===== src/rtl/half_subtractor.sv =====
// -----------------------------------------------------------------------------
// half_subtractor
//
// Registered, lane-parallel half subtractor. Each of WIDTH independent lanes
// computes A[i] - B[i], giving a difference bit and a borrow-out bit. Inputs
// are captured when in_valid is high and the result is presented one clock
// later. A saturating counter accumulates the number of borrow bits produced
// by accepted inputs, for datapath statistics.
//
// Ports:
//   clk       in   1      system clock, rising edge
//   rst_n     in   1      synchronous active-low reset
//   in_valid  in   1      qualifies A/B for capture this cycle
//   A         in   WIDTH  minuend bits, lane i = A[i]
//   B         in   WIDTH  subtrahend bits, lane i = B[i]
//   clr_cnt   in   1      synchronous clear of borr_cnt (wins over increment)
//   out_valid out  1      one-cycle pulse when Diff/Borr hold a new result
//   Diff      out  WIDTH  registered difference bits
//   Borr      out  WIDTH  registered borrow-out bits
//   borr_cnt  out  CNT_W  saturating count of borrow bits produced
//
// All outputs are driven directly by flops.
// -----------------------------------------------------------------------------
module half_subtractor #(
    parameter int WIDTH = 1,
    parameter int CNT_W = 16
) (
    input  logic             clk,
    input  logic             rst_n,
    input  logic             in_valid,
    input  logic [WIDTH-1:0] A,
    input  logic [WIDTH-1:0] B,
    input  logic             clr_cnt,
    output logic             out_valid,
    output logic [WIDTH-1:0] Diff,
    output logic [WIDTH-1:0] Borr,
    output logic [CNT_W-1:0] borr_cnt
);

    // Popcount of a WIDTH-bit vector needs clog2(WIDTH+1) bits.
    localparam int PC_W  = $clog2(WIDTH + 1);
    // Sum width: one bit wider than the larger operand so the add never
    // wraps before the saturation compare.
    localparam int SUM_W = ((CNT_W > PC_W) ? CNT_W : PC_W) + 1;

    localparam logic [CNT_W-1:0] CNT_MAX = '1;

    logic [WIDTH-1:0] r_diff;
    logic [WIDTH-1:0] r_borr;
    logic             r_out_valid;
    logic [CNT_W-1:0] r_cnt;

    logic [WIDTH-1:0] w_a;
    logic [WIDTH-1:0] w_b;
    logic [WIDTH-1:0] w_diff_next;
    logic [WIDTH-1:0] w_borr_next;
    logic [PC_W-1:0]  w_pop;
    logic [SUM_W-1:0] w_sum;
    logic [CNT_W-1:0] w_cnt_inc;

    // Gate operands with in_valid so unknown A/B on idle cycles can never
    // reach the datapath or counter logic.
    assign w_a = in_valid ? A : '0;
    assign w_b = in_valid ? B : '0;

    assign w_diff_next = w_a ^ w_b;
    assign w_borr_next = ~w_a & w_b;

    always_comb begin
        w_pop = '0;
        for (int i = 0; i < WIDTH; i++) begin
            w_pop = w_pop + PC_W'(w_borr_next[i]);
        end
    end

    // Saturating add: a partial add that would overflow clamps to all-ones.
    always_comb begin
        w_sum     = SUM_W'(r_cnt) + SUM_W'(w_pop);
        w_cnt_inc = '0;
        if (w_sum > SUM_W'(CNT_MAX)) begin
            w_cnt_inc = CNT_MAX;
        end else begin
            w_cnt_inc = w_sum[CNT_W-1:0];
        end
    end

    always_ff @(posedge clk) begin
        if (!rst_n) begin
            r_diff      <= '0;
            r_borr      <= '0;
            r_out_valid <= 1'b0;
        end else begin
            r_out_valid <= in_valid;
            if (in_valid) begin
                r_diff <= w_diff_next;
                r_borr <= w_borr_next;
            end
        end
    end

    // Clear takes priority over a same-cycle increment.
    always_ff @(posedge clk) begin
        if (!rst_n) begin
            r_cnt <= '0;
        end else if (clr_cnt) begin
            r_cnt <= '0;
        end else if (in_valid) begin
            r_cnt <= w_cnt_inc;
        end
    end

    assign out_valid = r_out_valid;
    assign Diff      = r_diff;
    assign Borr      = r_borr;
    assign borr_cnt  = r_cnt;

endmodule


===== config.mk =====
export PLATFORM = sky130hd
export DESIGN_NAME = half_subtractor
export DESIGN_NICKNAME = d
export VERILOG_FILES = /design/src/rtl/half_subtractor.sv
export SDC_FILE = /design/constraint.sdc
export NUM_CORES = 1
export LEC_CHECK = 0
export CORE_AREA = 5 5 50 52
export CTS_CLUSTER_SIZE = 14
export DETAILED_ROUTE_END_ITERATION = 12
export DIE_AREA = 0 0 55 57
export GPL_ROUTABILITY_DRIVEN = 1
export MAX_ROUTING_LAYER = met4
export PLACE_DENSITY_LB_ADDON = 0.2
export SETUP_SLACK_MARGIN = 0.15
export SLEW_MARGIN = 20
export SYNTH_ARGS = -nofsm -noshare
export SYNTH_HDL_FRONTEND = slang
export SYNTH_SLANG_ARGS = --single-unit

===== constraint.sdc =====
create_clock -name clk -period 4.1 [get_ports clk]
set_input_delay 0.41 -clock clk [delete_from_list [all_inputs] [get_ports clk]]
set_output_delay 0.41 -clock clk [all_outputs]
set_load 0.03 [all_outputs]

==> results of run 1 <==
[layer usage]
layer | track usage | up-vias
li1 | - | 395
met1 | 0.214 | 381
met2 | 0.201 | 17
met3 | 0.0287 | 6
met4 | 0.0590 | 0
met5 | - | -
[Yosys cell counts (all sizes together), types with 2 or more instances]
cell    number
ha           3
mux2i        2
dfxtp       19
buf          2
and2         2
xor2         2
nand2        6
xnor2        9
a21oi       13
nor2b        2
clkbuf       2
inv          2
nand3        6
nor3         5
nor4         5
a211oi       2
nand4        4
nor2         4
[cells by family (layout without fill, tap and decap cells)]
group | count (synthesis) | in the layout
fa+ha+maj | 3 | 3
flops | 19 | 19
xor+xnor | 11 | 11
mux | 2 | 2
compound gates | 18 | 18
simple gates | 38 | 38
buf+inv | 6 | 30
[worst max-delay path, stage by stage]
cell             delay (ns)
clkdlybuf4s50_1        0.70
and2_1                 0.20
ha_1                   0.20
ha_1                   0.19
nand3_2                0.19
nor4_4                 0.40
nand3_2                0.39
a21oi_1                0.29
[registers in the layout, summed over array words and instances, names as in the netlist]
signal     cells
out_valid      1
Diff           1
borr_cnt      16
Borr           1
[placed cells by master, fill, tap and decap left out, types with 3 or more instances in the layout]
cell type,netlist,layout
xnor2_1,9,9
nand3_1,3,3
nor2_1,4,4
ha_1,3,3
nand4_1,3,3
nand2_1,6,6
nor4_1,3,3
clkbuf_4,0,3
dfxtp_1,19,19
a21oi_2,10,10
clkdlybuf4s50_1,0,24
nor3_1,5,5
a21oi_1,3,3
[stage by stage]
stage / setup WS [ns] / power [W] / cells / instance area (µm²)
finish: 1.34 / 0.000307 / 149 / 1260
global route: 1.19 / 0.000321 / 149 / 1260
CTS: 1.37 / 0.000310 / 149 / 1260
detailed placement: 1.09 / 0.000214 / 145 / 1230
global placement: 1.21 / 0.000214 / 145 / 1230
floorplan: 2.09 / 0.000205 / 97 / 983
[worst max-delay path by stage]
stage | startpoint | to | slack (ns) | cells after the start
after floorplan | in_valid | borr_cnt[0]$_SDFFE_PP0P_ | 2.09 | 9
after global placement | in_valid | borr_cnt[4]$_SDFFE_PP0P_ | 1.21 | 8
after detailed placement | in_valid | borr_cnt[4]$_SDFFE_PP0P_ | 1.09 | 8
after CTS | in_valid | borr_cnt[4]$_SDFFE_PP0P_ | 1.37 | 8
after global routing | in_valid | borr_cnt[4]$_SDFFE_PP0P_ | 1.19 | 8
final | in_valid | borr_cnt[4]$_SDFFE_PP0P_ | 1.34 | 8
[power by group]
group | switching (W) | internal [W] | total, W
Sequential | 0.000000895 | 0.000186 | 0.000187
Combinational | 0.0000122 | 0.0000106 | 0.0000228
Clock | 0.0000603 | 0.0000363 | 0.0000966
[final cells by class]
| class | count | share of cell area |
|---|---|---|
| clock inverter | 1 | 0.00397 |
| tap | 28 | 0.0278 |
| sequential | 19 | 0.302 |
| inverter | 2 | 0.00596 |
| clock buffer | 3 | 0.0179 |
| timing repair buffer | 24 | 0.191 |
| multi-input combinational | 72 | 0.452 |
==> flow_summary.toml, run 1 <==
[placed_design]
place_hpwl_mm = 1.41
place_congestion = 0.741
numPortBuffers = 24

[logic_synthesis]
synth-seq-cells = 19
synth_top_family_by_area = "simple AND/OR/NAND/NOR gates"
synth_cells = 97
yosysTopAreaCell = "dfxtp_1"
yosys_warnings = 0
synth_top_area_frac = 0.387
avgSynthCellArea_um2 = 10.1
synth_edf_count = 0
yosys.area_share.adder = 0.0382
synth-xor-area-share = 0.0980
synth_ff_type = "dfxtp_1"
muxShareOfSynthArea = 0.0204
yosysUniqueCellTypes = 31
synthesis.nets = 106
yosysSeqAreaShare = 0.387
synthSimpleGateAreaFrac = 0.279
async_flop_share = 0
netlist_area_um2 = 983
yosys-top-cells-area = "dfxtp_1, a21oi_2, xnor2_1"
synth_compound_area_frac = 0.144

[min_path]
holdCritPathClass = "reg -> reg"
min_from = "Diff$_SDFFE_PN0P_"
hold_depth = 1
whs_endpoint = "Diff$_SDFFE_PN0P_"

[global_route]
antenna_found_initial = 0
grt-ovfl-total = 0
grt_pass1_vias = 768
grt_start_max_net_pins = 17
grt.total_usage = 0.148
grt_pass1_wl_mm = 3.45

[detailed_routing]
wl_mm = 2.01
route.met2.wl_um = 937
wire_per_inst_um = 13.5
routed-via-count = 799
drt_iter0_markers = 7
firstDrtPassIters = 3
wl_met1_um = 957
drc = 0
postRouteAntennaNets = 0
top_signal_layer_used = "met4"
routed-wl-met3_um = 70
vias_per_cell = 5.36

[floorplan]
fp-row-count = 17
die_area_mm2 = 0.00314
ios = 25
design.core.area_mm2 = 0.00206
fp.dieW_um = 55
start_util = 0.477
die_h_um = 57

[clocking]
numClockSinks = 19
ctsHoldBuffers = 0
clockBufferDepth = 2
clkSlewWorstSetupHoldPaths_ns = 0.12
htree_levels = 1
cts_setup_buffers = 0
insertion_delay_ns = 0.30
numCtsBuffers = 3
cts_tree = "yes"
cts_resized = 0
cts_root_buffer = "clkbuf_4"

[power]
peakVddDrop_mv = 0.233
p_leak_nw = 0.431
p_per_area_mw_per_mm2 = 243

[worst_setup_path]
critPathKind = "in -> reg"
arrival_ns = 2.97
cp_max_fo = 13
endpoint_kind = "register"
required_ns = 4.32
regToRegEndpoint = "borr_cnt[4]$_SDFFE_PP0P_"
r2r_cells = 5
r2r_slack_ns = 2.14
rr_startpoint = "borr_cnt[0]$_SDFFE_PP0P_"
startpoint_type = "primary input"

[timing]
layout_worst_path_cycle_share = 0.673
fin_crit_ns = 2.76
setup-violations-final = 0
grt_setup_unrepaired = "no"
holdWs_ns = 0.502
slew_headroom = 0.421
fmax_mhz = 362
tns_ns = 0
final.setup_skew_ns = 0.00835
worst_slew_pin_slew_ns = 0.869
finalHoldViolCount = 0
drv_slew = 0

[final_layout]
multiInputGateArea_um2 = 569
drive_gt1_frac = 0.174
area_growth_pct = 28.1
diodes = 0
postLayoutCoreUtil = 0.611
final_nets = 131
seq_area_um2 = 380
nFillCells = 166

[run_status]
status = "finished, final reports clean"

[run]
maxCapViolations = 0
Note: power is estimated with default switching activity, not from simulation.
==> inputs of run 2 (changes only) <==
Settings changed: CORE_AREA 5 5 50 52 to 5 5 52 54, DIE_AREA 0 0 55 57 to 0 0 57 59.
Clock period 4.1 ns to 2.85 ns, I/O delays scaled along.
==> run 2 against run 1 <==
- final area up 0.50%
- critical path type unchanged
- sequential power increased by 44%
- final cell count increased by 0.67%
- critical path depth stayed put
==> flow_summary.toml, run 2 (same netlist as run 1, synthesis figures left out) <==
[global_route]
grt-ovfl-total = 0
antenna_found_initial = 0
grt_pass1_wl_mm = 3.53
grt_start_max_net_pins = 17
grt.total_usage = 0.136
grt_pass1_vias = 805

[worst_setup_path]
endpoint_kind = "register"
arrival_ns = 2.55
cp_max_fo = 13
r2r_cells = 5
critPathKind = "in -> reg"
startpoint_type = "primary input"
required_ns = 3.07

[timing]
worst_slew_pin_slew_ns = 0.838
tns_ns = 0
fin_crit_ns = 2.34
drv_slew = 0
setup-violations-final = 0
grt_setup_unrepaired = "no"
slew_headroom = 0.441
finalHoldViolCount = 0
layout_worst_path_cycle_share = 0.820
final.setup_skew_ns = 0.00153
fmax_mhz = 428
holdWs_ns = 0.493

[placed_design]
dp.cells = 146
place_hpwl_mm = 1.49
place_congestion = 0.746
numPortBuffers = 24

[detailed_routing]
wl_mm = 2.03
wire_per_inst_um = 13.5
postRouteAntennaNets = 0
drt_iter0_markers = 14
firstDrtPassIters = 2
drc = 0
routed-via-count = 759
vias_per_cell = 5.06

[min_path]
hold_depth = 1
holdCritPathClass = "reg -> reg"

[final_layout]
final_common_cell = "clkdlybuf4s50_1"
layoutNonFillerInstCount = 150
postLayoutCoreUtil = 0.584
diodes = 0
largest_reg_flops = 16
area_growth_pct = 28.8
final_nets = 132
drive_gt1_frac = 0.172
final_cell_mix = "clkdlybuf4s50_1, dfxtp_1, a21oi_2"

[power]
p_sw_w = 0.0000991
peakVddDrop_mv = 0.340
seq_power_share = 0.615
p_per_area_mw_per_mm2 = 346
p_clk_frac = 0.307
p_leak_nw = 0.433
switching_share = 0.226
internal-power_w = 0.000339
combPwrFrac = 0.078

[clocking]
clockBufferDepth = 2
numCtsBuffers = 3
insertion_delay_ns = 0.29
numClockSinks = 19
cts_setup_buffers = 0
cts_tree = "yes"
ctsHoldBuffers = 0
cts_resized = 0
cts_root_buffer = "clkbuf_4"
htree_levels = 1
clkSlewWorstSetupHoldPaths_ns = 0.10

[floorplan]
fp-row-count = 17
die_h_um = 59
ios = 25
design.core.area_mm2 = 0.00217
die_area_mm2 = 0.00336
start_util = 0.453
fp.dieW_um = 57

[run_status]
status = "finished, final reports clean"

[run]
maxCapViolations = 0
==> run 2: area by class of cell <==
| cell class | instances | area (µm²) |
|---|---|---|
| Inverter | 2 | 7.51 |
| Fill cell | 214 | 903 |
| Timing Repair Buffer | 25 | 248 |
| Clock buffer | 4 | 26.3 |
| Tap cell | 28 | 35.0 |
| Sequential cell | 19 | 380 |
| Multi-Input combinational cell | 72 | 569 |
==> run 2: power by group through the flow <==
stage	clock network, W	registers [W]	logic [W]
floorplan	0	0.000281	0.0000141
global placement	0	0.000275	0.0000336
detailed placement	0	0.000275	0.0000343
CTS	0.000140	0.000269	0.0000343
global route	0.000153	0.000270	0.0000367
finish	0.000134	0.000269	0.0000340
==> run 2: path summary, 6_finish.rpt <==
check	startpoint	end	slack [ns]
setup reg to reg	borr_cnt[0]$_SDFFE_PP0P_	borr_cnt[4]$_SDFFE_PP0P_	0.98
hold / removal	Diff$_SDFFE_PN0P_	Diff$_SDFFE_PN0P_	0.49
setup / recovery	in_valid	borr_cnt[4]$_SDFFE_PP0P_	0.51
hold reg to reg	Diff$_SDFFE_PN0P_	Diff$_SDFFE_PN0P_	0.49
==> run 2: worst max-delay path: stages <==
cell,delay [ns]
clkdlybuf4s50_1,0.53
and2_1,0.15
ha_1,0.21
ha_1,0.19
nand3_2,0.20
nor4_4,0.37
nand3_2,0.37
a21oi_1,0.25
==> run 2: metrics by stage <==
| step | power (W) | worst slack, ns | instance area [µm²] |
|---|---|---|---|
| 6_report | 0.000438 | 0.513 | 1270 |
| 5_1_grt | 0.000460 | 0.351 | 1270 |
| 2_1_floorplan | 0.000295 | 0.965 | 983 |
| 4_1_cts | 0.000443 | 0.519 | 1270 |
| 3_5_place_dp | 0.000310 | 0.203 | 1240 |
| 3_3_place_gp | 0.000309 | 0.311 | 1240 |
==> run 2: routing by layer <==
metal  track usage  vias to the layer above  routed length (µm)
li1              -                      402                   -
met3        0.0392                        2                  75
met2         0.238                       13                1020
met5             -                        -                   0
met4        0.0397                        0                  21
met1         0.151                      342                 916
